`src/rtl/dlx_branch_predict_unit_if.sv`:
```
// Fetch-side lookup and resolve-stage signals of the DLX branch predictor, bundled.
// The master side drives the fetch PC and the resolve inputs, and the slave side returns predictions, redirects and link writes.
interface dlx_branch_predict_unit_if #(
    parameter int WIDTH = 32
);
    logic [WIDTH-1:0] if_pc;
    logic             pred_taken;
    logic [WIDTH-1:0] pred_target;
    logic             ex_valid;
    logic [31:0]      ex_instr;
    logic [WIDTH-1:0] ex_pc_plus_four;
    logic [WIDTH-1:0] ex_rs1;
    logic             ex_pred_taken;
    logic [WIDTH-1:0] ex_pred_target;
    logic             redirect_valid;
    logic [WIDTH-1:0] redirect_pc;
    logic             link_we;
    logic [WIDTH-1:0] link_data;
    logic [15:0]      mispredict_count;

    modport master (
        output if_pc, ex_valid, ex_instr, ex_pc_plus_four, ex_rs1, ex_pred_taken, ex_pred_target,
        input  pred_taken, pred_target, redirect_valid, redirect_pc, link_we, link_data, mispredict_count
    );
    modport slave (
        input  if_pc, ex_valid, ex_instr, ex_pc_plus_four, ex_rs1, ex_pred_taken, ex_pred_target,
        output pred_taken, pred_target, redirect_valid, redirect_pc, link_we, link_data, mispredict_count
    );
endinterface

```
`src/rtl/dlx_branch_predict_unit.sv`:
```
// DLX branch predictor: direct-mapped BTB with 2-bit counters plus resolve/redirect logic.
// Lookup is combinational, resolution is registered one cycle later, and there is no backpressure.
module dlx_branch_predict_unit #(
    parameter int WIDTH       = 32,
    parameter int BTB_DEPTH   = 16,
    parameter int LINK_OFFSET = 4
) (
    input logic                     clk,
    input logic                     reset,
    dlx_branch_predict_unit_if.slave bp
);
    localparam int IDX  = $clog2(BTB_DEPTH);
    localparam int TAGW = WIDTH - IDX - 2;

    localparam logic [5:0] OP_J    = 6'h02;
    localparam logic [5:0] OP_JAL  = 6'h03;
    localparam logic [5:0] OP_BEQZ = 6'h04;
    localparam logic [5:0] OP_BNEZ = 6'h05;
    localparam logic [5:0] OP_JR   = 6'h12;
    localparam logic [5:0] OP_JALR = 6'h13;

    logic             btb_vld_q [BTB_DEPTH];
    logic [TAGW-1:0]  btb_tag_q [BTB_DEPTH];
    logic [WIDTH-1:0] btb_tgt_q [BTB_DEPTH];
    logic [1:0]       btb_ctr_q [BTB_DEPTH];

    logic             redirect_valid_q, redirect_valid_d;
    logic [WIDTH-1:0] redirect_pc_q, redirect_pc_d;
    logic             link_we_q, link_we_d;
    logic [WIDTH-1:0] link_data_q, link_data_d;
    logic [15:0]      mispredict_count_q, mispredict_count_d;

    // Fetch-side lookup always sees the pre-update array contents.
    logic [IDX-1:0] lk_idx;
    logic           lk_hit;
    assign lk_idx         = bp.if_pc[IDX+1:2];
    assign lk_hit         = btb_vld_q[lk_idx] && (btb_tag_q[lk_idx] == bp.if_pc[WIDTH-1:IDX+2]);
    assign bp.pred_taken  = lk_hit && btb_ctr_q[lk_idx][1];
    assign bp.pred_target = bp.pred_taken ? btb_tgt_q[lk_idx] : '0;

    logic [5:0]       opcode;
    logic             is_cond, is_uncond, is_ctrl, is_link, taken, mispredict;
    logic [WIDTH-1:0] target, next_pc;

    always_comb begin
        opcode    = bp.ex_instr[31:26];
        is_cond   = (opcode == OP_BEQZ) || (opcode == OP_BNEZ);
        is_uncond = (opcode == OP_J) || (opcode == OP_JAL) || (opcode == OP_JR) || (opcode == OP_JALR);
        is_ctrl   = is_cond || is_uncond;
        is_link   = (opcode == OP_JAL) || (opcode == OP_JALR);
        target    = '0;
        taken     = 1'b0;
        case (opcode)
            OP_J, OP_JAL: begin
                target = bp.ex_pc_plus_four + {{(WIDTH-26){bp.ex_instr[25]}}, bp.ex_instr[25:0]};
                taken  = 1'b1;
            end
            OP_BEQZ, OP_BNEZ: begin
                target = bp.ex_pc_plus_four + {{(WIDTH-16){bp.ex_instr[15]}}, bp.ex_instr[15:0]};
                taken  = (bp.ex_rs1 == '0) ^ (opcode == OP_BNEZ);
            end
            OP_JR, OP_JALR: begin
                target = bp.ex_rs1;
                taken  = 1'b1;
            end
            default: ;
        endcase
        next_pc    = taken ? target : bp.ex_pc_plus_four;
        mispredict = (taken != bp.ex_pred_taken) || (taken && (target != bp.ex_pred_target));
    end

    logic [WIDTH-1:0] up_pc;
    logic [IDX-1:0]   up_idx;
    logic [TAGW-1:0]  up_tag;
    logic             up_hit, up_we;
    logic [1:0]       up_ctr_d;
    logic [WIDTH-1:0] up_tgt_d;

    assign up_pc  = bp.ex_pc_plus_four - WIDTH'(4);
    assign up_idx = up_pc[IDX+1:2];
    assign up_tag = up_pc[WIDTH-1:IDX+2];
    assign up_hit = btb_vld_q[up_idx] && (btb_tag_q[up_idx] == up_tag);

    always_comb begin
        up_we    = 1'b0;
        up_ctr_d = btb_ctr_q[up_idx];
        up_tgt_d = btb_tgt_q[up_idx];
        if (bp.ex_valid && is_ctrl) begin
            if (up_hit) begin
                up_we = 1'b1;
                if (is_uncond) begin
                    up_ctr_d = 2'd3;
                    up_tgt_d = target;
                end else if (taken) begin
                    up_ctr_d = (btb_ctr_q[up_idx] == 2'd3) ? 2'd3 : btb_ctr_q[up_idx] + 2'd1;
                    up_tgt_d = target;
                end else begin
                    up_ctr_d = (btb_ctr_q[up_idx] == 2'd0) ? 2'd0 : btb_ctr_q[up_idx] - 2'd1;
                end
            end else if (taken) begin
                up_we    = 1'b1;
                up_ctr_d = is_uncond ? 2'd3 : 2'd2;
                up_tgt_d = target;
            end
        end
    end

    always_comb begin
        redirect_valid_d   = bp.ex_valid && mispredict;
        redirect_pc_d      = bp.ex_valid ? next_pc : redirect_pc_q;
        link_we_d          = bp.ex_valid && is_link;
        link_data_d        = link_we_d ? bp.ex_pc_plus_four + WIDTH'(LINK_OFFSET) : link_data_q;
        mispredict_count_d = mispredict_count_q;
        if (redirect_valid_d && (mispredict_count_q != 16'hFFFF)) begin
            mispredict_count_d = mispredict_count_q + 16'd1;
        end
    end

    always_ff @(posedge clk) begin
        if (reset) begin
            for (int i = 0; i < BTB_DEPTH; i++) begin
                btb_vld_q[i] <= 1'b0;
                btb_ctr_q[i] <= 2'd0;
            end
            redirect_valid_q   <= 1'b0;
            redirect_pc_q      <= '0;
            link_we_q          <= 1'b0;
            link_data_q        <= '0;
            mispredict_count_q <= '0;
        end else begin
            if (up_we) begin
                btb_vld_q[up_idx] <= 1'b1;
                btb_tag_q[up_idx] <= up_tag;
                btb_tgt_q[up_idx] <= up_tgt_d;
                btb_ctr_q[up_idx] <= up_ctr_d;
            end
            redirect_valid_q   <= redirect_valid_d;
            redirect_pc_q      <= redirect_pc_d;
            link_we_q          <= link_we_d;
            link_data_q        <= link_data_d;
            mispredict_count_q <= mispredict_count_d;
        end
    end

    assign bp.redirect_valid   = redirect_valid_q;
    assign bp.redirect_pc      = redirect_pc_q;
    assign bp.link_we          = link_we_q;
    assign bp.link_data        = link_data_q;
    assign bp.mispredict_count = mispredict_count_q;

    // Word-offset bits never address the BTB.
    logic unused_ok;
    assign unused_ok = &{1'b0, bp.if_pc[1:0], up_pc[1:0]};
endmodule

```
`src/flat_wrapper.sv`:
```
// flat-port wrapper written by rule: the top's interface ports become plain ports
module dlx_branch_predict_unit_flat 
#(
    parameter int WIDTH       = 32,
    parameter int BTB_DEPTH   = 16,
    parameter int LINK_OFFSET = 4
)
  (clk, reset, bp_if_pc, bp_ex_valid, bp_ex_instr, bp_ex_pc_plus_four, bp_ex_rs1, bp_ex_pred_taken, bp_ex_pred_target, bp_pred_taken, bp_pred_target, bp_redirect_valid, bp_redirect_pc, bp_link_we, bp_link_data, bp_mispredict_count);
  dlx_branch_predict_unit_if #(.WIDTH(WIDTH)) bp_i ();
  input logic clk;
  input logic reset;
  input wire logic [$bits(bp_i.if_pc)-1:0] bp_if_pc;
  input wire logic [$bits(bp_i.ex_valid)-1:0] bp_ex_valid;
  input wire logic [$bits(bp_i.ex_instr)-1:0] bp_ex_instr;
  input wire logic [$bits(bp_i.ex_pc_plus_four)-1:0] bp_ex_pc_plus_four;
  input wire logic [$bits(bp_i.ex_rs1)-1:0] bp_ex_rs1;
  input wire logic [$bits(bp_i.ex_pred_taken)-1:0] bp_ex_pred_taken;
  input wire logic [$bits(bp_i.ex_pred_target)-1:0] bp_ex_pred_target;
  output wire logic [$bits(bp_i.pred_taken)-1:0] bp_pred_taken;
  output wire logic [$bits(bp_i.pred_target)-1:0] bp_pred_target;
  output wire logic [$bits(bp_i.redirect_valid)-1:0] bp_redirect_valid;
  output wire logic [$bits(bp_i.redirect_pc)-1:0] bp_redirect_pc;
  output wire logic [$bits(bp_i.link_we)-1:0] bp_link_we;
  output wire logic [$bits(bp_i.link_data)-1:0] bp_link_data;
  output wire logic [$bits(bp_i.mispredict_count)-1:0] bp_mispredict_count;
  assign bp_i.if_pc = bp_if_pc;
  assign bp_i.ex_valid = bp_ex_valid;
  assign bp_i.ex_instr = bp_ex_instr;
  assign bp_i.ex_pc_plus_four = bp_ex_pc_plus_four;
  assign bp_i.ex_rs1 = bp_ex_rs1;
  assign bp_i.ex_pred_taken = bp_ex_pred_taken;
  assign bp_i.ex_pred_target = bp_ex_pred_target;
  assign bp_pred_taken = bp_i.pred_taken;
  assign bp_pred_target = bp_i.pred_target;
  assign bp_redirect_valid = bp_i.redirect_valid;
  assign bp_redirect_pc = bp_i.redirect_pc;
  assign bp_link_we = bp_i.link_we;
  assign bp_link_data = bp_i.link_data;
  assign bp_mispredict_count = bp_i.mispredict_count;
  dlx_branch_predict_unit #(.WIDTH(WIDTH), .BTB_DEPTH(BTB_DEPTH), .LINK_OFFSET(LINK_OFFSET)) u_core (.clk(clk), .reset(reset), .bp(bp_i));
endmodule
```
`config.mk`:
```
export PLATFORM = sky130hd
export DESIGN_NAME = dlx_branch_predict_unit_flat
export DESIGN_NICKNAME = d
export VERILOG_FILES = /design/src/rtl/dlx_branch_predict_unit_if.sv /design/src/rtl/dlx_branch_predict_unit.sv /design/src/flat_wrapper.sv
export SDC_FILE = /design/constraint.sdc
export NUM_CORES = 2
export LEC_CHECK = 0
export BUFFER_PORTS_ARGS = -buffer_cell sky130_fd_sc_hd__buf_4
export CAP_MARGIN = 10
export CORE_MARGIN = 10
export CORE_UTILIZATION = 30
export CTS_CLUSTER_DIAMETER = 120
export DETAILED_ROUTE_END_ITERATION = 10
export PLACE_DENSITY_LB_ADDON = 0.12
export SYNTH_ARGS = -nofsm -noshare
export SYNTH_HDL_FRONTEND = slang
export SYNTH_SLANG_ARGS = --single-unit
```
`constraint.sdc`:
```
create_clock -name clk -period 11.05 [get_ports clk]
set_input_delay 0 -clock clk [delete_from_list [all_inputs] [get_ports clk]]
set_output_delay 0 -clock clk [all_outputs]
set_load 0.1 [all_outputs]
```
# Yosys cells after proc, flatten, opt, wreduce, memory -nomap -nowiden
# Memory sizes are Yosys's and may differ from the RTL's.
# Cells that the tools add are included.
# Widths: inputs -> output; s select.
# word_totals
memories	4
ramBits	976
reg_bits	82
elab_cells	82
out_inout_bits	115
# classes
muxes	30
add_sub_neg	7
n_reduce_logical	23
bitwise	1
eq_ne	12
# memory_table
memory	depth	word_bits	read_ports	rd_clocked_by_memory_dff	wr	line	source
u_core.btb_tgt_q	16	32	2	0	1	dlx_branch_predict_unit.sv:24	logic [WIDTH-1:0] btb_tgt_q [BTB_DEPTH];
u_core.btb_tag_q	16	26	2	0	1	dlx_branch_predict_unit.sv:23	logic [TAGW-1:0] btb_tag_q [BTB_DEPTH];
u_core.btb_ctr_q	16	2	2	0	16	dlx_branch_predict_unit.sv:25	logic [1:0] btb_ctr_q [BTB_DEPTH];
u_core.btb_vld_q	16	1	2	0	16	dlx_branch_predict_unit.sv:22	logic btb_vld_q [BTB_DEPTH];
# ops
cell	count
$mux 32	6
$pmux 32 s3	1
$add 32x32->32	2
$eq 26x26->1	2
$add 32x3->32 const B	1
$logic_not 32->1	1
$ne 32x32->1	1
$sub 32x3->32 const B	1
$add 16x1->16 const B	1
$mux 2	8
$ne 16x16->1 const B	1
$eq 6x2->1 const B	2
$eq 6x3->1 const B	2
$eq 6x5->1 const B	2
$mux 1	12
$logic_and 1x1->1	8
$mux 4	2
$reduce_or 2->1	4
$logic_or 1x1->1	7
$reduce_or 4->1	1
$add 2x1->2 const B	1
$eq 2x2->1 const B	1
$logic_not 2->1	1
$pmux 1 s2	1
4 further kinds	4

# Longest topological paths before layout
# logic_depth
ltp_word	12
mapped_depth	23

# Least setup slack after synthesis
# Ideal clock, no wire load.
# synth_timing
path_type	input port to flip-flop
start	in bp_ex_pc_plus_four[2]
end	mem u_core.btb_tag_q[5][0] (netlist bit), enable pin
setup_ns	0.474
arrival_ns	8.293
required_ns	10.576
stages	22
n_path_buf	11
setup_slack_ns	2.283
path_cell_list	buf_6 buf_6 buf_2 buf_2 clkbuf_1 buf_1 buf_1 inv_1 ha_1 buf_2 buf_1 clkbuf_1 mux4_2 mux4_2 xor2_1 nor4b_1 nand2_1 or4_4 a21oi_4 buf_6 nand3_4 nor2_1
# synth_via
elab_chain_len	9
elab_cells_between_ends	10
# synth_lines
item	line	source
start, declared	flat_wrapper.sv:15	input wire logic [$bits(bp_i.ex_pc_plus_four)-1:0] bp_ex_pc_plus_four;
$sub 32x3->32 (*)	dlx_branch_predict_unit.sv:79	assign up_pc = bp.ex_pc_plus_four - WIDTH'(4);
via u_core.up_pc[2]	dlx_branch_predict_unit.sv:72	logic [WIDTH-1:0] up_pc;
$mem_v2 16x26	-	
$eq 26x26->1	dlx_branch_predict_unit.sv:82	assign up_hit = btb_vld_q[up_idx] && (btb_tag_q[up_idx] == up_tag);
$logic_and 1x1->1	dlx_branch_predict_unit.sv:82	
$mux 1	dlx_branch_predict_unit.sv:89	if (up_hit) begin
$mux 1	dlx_branch_predict_unit.sv:88	if (bp.ex_valid && is_ctrl) begin
$mux 1	dlx_branch_predict_unit.sv:131	if (up_we) begin
$mux 1	dlx_branch_predict_unit.sv:120	if (reset) begin
$mux 1 (implied by the code)	dlx_branch_predict_unit.sv:133	btb_tag_q[up_idx] <= up_tag;
end, declared	dlx_branch_predict_unit.sv:23	
# The timed path passes the listed nets; every way through them passes the cells marked *.

# Worst setup path after layout
# layout_timing
start	in bp_ex_pc_plus_four[3]
end	mem u_core.btb_tgt_q[3][18], enable pin
# layout_via
elab_chain_len	9
elab_cells_between_ends	10
# layout_lines
item	line	source
$sub 32x3->32 (*)	dlx_branch_predict_unit.sv:79	
$mem_v2 16x26	-	
$eq 26x26->1	dlx_branch_predict_unit.sv:82	
$logic_and 1x1->1	dlx_branch_predict_unit.sv:82	
$mux 1	dlx_branch_predict_unit.sv:89	
$mux 1	dlx_branch_predict_unit.sv:88	
$mux 1	dlx_branch_predict_unit.sv:131	
$mux 1	dlx_branch_predict_unit.sv:120	
$mux 1 (implied by the code)	dlx_branch_predict_unit.sv:134	btb_tgt_q[up_idx] <= up_tgt_d;
end, declared	dlx_branch_predict_unit.sv:24	
# Every way passes the cells marked *; elsewhere a longest branch is shown, timed or not.

==> impl_metrics.yaml <==
global_routing:
  grt_pass1_wl_um: 276100
  grt_usage_pct: 19.33
  antenna_found_initial: 13
  first_global_vias: 34790
  grt_max_degree: 105
  grt_remaining_overflow: 0
floorplan:
  core_um2: 178800
  fp.dieH_um: 444.4
  ioPinCount: 279
  std_cell_rows: 155
  start_util_pct: 30.21
  dieArea_um2: 197500
  die_w_um: 444.4
status:
  status: "complete, no violations"
sta:
  drv_slew: 0
  worst_slack_ns: 4.033
  setup_violations: 0
  fin_crit_ns: 7.017
  setup_tns_ns: 0
  rsz0062_at_grt: "no"
  fin_worst_skew_ns: 0.07254
  relSlewSlack_pct: 5.498
  whs_ns: 0.05066
  finalHoldViolations: 0
  worst_pin_slew_ns: 1.399
  fmax_ghz: 0.1425
  fin_crit_sh_pct: 63.50
route:
  dr.pass1.iters: 5
  drc: 0
  dr.first_iter.drc_count: 3293
  dr_total_vias: 34180
  ant_nets: 0
  wl_per_cell_um: 32.29
  viasPerCell: 5.622
  drt-total-wl_um: 196300
clocking:
  post_cts_buffers: 0
  cts_root_buf: "clkbuf_16"
  max-clock-path-buffers: 3
  htreeDepth: 3
  tritoncts_num_sinks: 1058
  clk_pin_slew_ns: 0.06
  cts_buffers: 116
  cts_tree: "done"
  clock_latency_ns: 0.77
worst_setup_path:
  crit_required_ns: 11.43
  critPathMaxFanout: 38
  crit_path_end_kind: "flip-flop"
  arrival_ns: 7.40
  crit_type: "input port to flip-flop"
  worstSetupStartpointType: "input port"
logic_synthesis:
  syn_area_per_cell_um2: 16.21
  synth_edf_count: 960
  syn_area_um2: 54030
  yosysWarnings: 0
  ys_seq_elements: 1058
  synth-seq-area-share_pct: 56.99
  synth.distinct_cells: 89
  asyncSetResetFlopFracSynth_pct: 0
  syn_nets: 3536
  synth_cells: 3332
  dominantRegCellSynth: "edfxtp_1"
power:
  p_int_mw: 7.263
  p_sw_mw: 2.505
  p_total_mw: 9.769
  p_per_area_nw_per_um2: 154.0
  switching_share_pct: 25.65
  clkPwrFrac_pct: 41.0
  combPwrFrac_pct: 13.2
  p_leak_nw: 20.50
  p_seq_share_pct: 45.7
  ir_worst_vdd_mv: 0.1198
final_layout:
  finalNonFillerCells: 6080
  num-fill-cells: 17010
  seq_area_um2: 30790
  fin_nets: 3829
  design_area_um2: 63420
  final_util_pct: 35.47
  final_common_cell: "edfxtp_1"
  area_delta_synth_final_pct: 17.39
  multi_input_area_um2: 22030
  drive_gt1_share_pct: 32.59
  mostFrequentLayoutCells: "960 x edfxtp_1, 593 x mux4_2, 353 x buf_4"
hold_path:
  min_path_type: "input port to flip-flop"
placement:
  portBuffers: 276
  place_congestion: 0.9052
  hpwl_um: 126700
  place_inst: 5799
  placed_cell_area_um2: 58880
  pre_cts_slack_ns: 3.208
run:
  drv_cap: 0
area by class of cell:
| cell class | instances | area share (%) |
|---|---|---|
| Timing Repair Buffer | 427 | 5.487 |
| Antenna cell | 3 | 0.01184 |
| Clock inverter | 74 | 1.290 |
| Multi-Input combinational cell | 1959 | 34.74 |
| Tap cell | 2355 | 4.646 |
| Inverter | 63 | 0.4084 |
| Clock buffer | 141 | 4.865 |
| Sequential cell | 1058 | 48.55 |
cells by family after synthesis:
kind of cell | synth area share, %
fa+ha+maj | 0.9403
flops | 56.99
xor+xnor | 2.284
simple gates | 7.154
buf+inv | 2.446
mux | 25.40
compound gates | 4.785
path summary, 6_finish.rpt:
kind	start	to	slack (ns)	depth (start not counted)
max	bp_ex_pc_plus_four[3]	u_core.btb_tgt_q[3][18]$_DFFE_PP_	4.03	15
min	bp_ex_rs1[1]	u_core.bp.redirect_pc[1]$_SDFFE_PP0P_	0.05	6
max reg2reg	u_core.btb_tag_q[8][17]$_DFFE_PP_	u_core.btb_tgt_q[3][18]$_DFFE_PP_	5.07	10
min reg2reg	u_core.bp.link_data[3]$_SDFFE_PP0P_	u_core.bp.link_data[3]$_SDFFE_PP0P_	0.48	2
power groups by stage:
stage | clock (mW) | combinational [mW] | sequential (mW)
2_1_floorplan | 0 | 0.758 | 4.62
3_3_place_gp | 0 | 1.29 | 4.55
3_5_place_dp | 0 | 1.28 | 4.55
4_1_cts | 4.11 | 1.30 | 4.47
5_1_grt | 4.27 | 1.38 | 4.47
6_report | 4.01 | 1.29 | 4.47
worst max-delay path: stages:
cell,delay [ns]
dlygate4sd3_1,0.54
buf_4,0.24
inv_1,0.16
ha_4,0.79
buf_4,0.65
mux4_2,0.42
mux4_2,0.51
nor3_2,0.26
o21ai_1,0.11
or4b_1,0.60
or4_4,0.52
a21oi_4,0.54
nand3_2,0.50
nor2_4,0.89
buf_4,0.54
routing by layer:
metal | GRT usage [%] | vias to the layer above | wire length [µm]
li1 | - | 14290 | -
met1 | 26.08 | 18270 | 84130
met2 | 31.82 | 1339 | 94010
met3 | 2.516 | 276 | 10730
met4 | 7.168 | 6 | 7383
met5 | 0 | - | 40
timing repair:
action | CTS | global route
gates resized for setup | 0 | 0
hold buffers | 63 | 0
endpoints found under the hold margin | 318 | 0
flip-flops by register name, indices dropped and copies added, names as in the netlist:
register                    cells
u_core.btb_tgt_q              512
u_core.bp.link_data            32
u_core.bp.mispredict_count     16
u_core.bp.redirect_valid        1
u_core.btb_vld_q               16
u_core.bp.redirect_pc          32
u_core.btb_ctr_q               32
u_core.btb_tag_q              416
u_core.bp.link_we               1
cells in the mapped netlist, drive strengths merged, types with 3 or more instances:
library cell / n / area (µm²)
o221a: 3 / 33.78
a31oi: 16 / 100.1
xnor2: 65 / 569.3
nand2b: 22 / 137.6
dfxtp: 98 / 1962
nand2: 239 / 897.1
o31ai: 13 / 102.6
o221ai: 6 / 52.55
buf: 95 / 493.0
or4: 13 / 101.4
clkbuf: 157 / 591.8
a221oi: 3 / 32.53
nand4b: 5 / 43.79
a22o: 5 / 43.79
and2: 7 / 43.80
o21ai: 102 / 510.5
ha: 39 / 488.0
and3: 20 / 125.1
o22ai: 10 / 62.56
mux2i: 30 / 300.3
o211ai: 11 / 82.58
mux2: 6 / 67.56
a22oi: 9 / 67.56
nor2: 147 / 551.8
or2: 7 / 43.80
a21oi: 76 / 391.6
mux4: 593 / 13360
xor2: 75 / 664.4
inv: 63 / 236.5
o21a: 14 / 105.1
nor2b: 49 / 306.5
a21boi: 9 / 67.56
nand3: 66 / 360.3
a211oi: 44 / 330.3
or3: 31 / 193.9
o21bai: 10 / 75.07
a2111oi: 8 / 70.07
o2111ai: 5 / 43.79
a21o: 19 / 142.6
nor4: 25 / 162.6
nand4: 46 / 319.1
edfxtp: 960 / 28830
nor3: 59 / 356.6
nor4b: 13 / 126.4
a41oi: 3 / 26.28
Power figures use the tool's default switching activity.
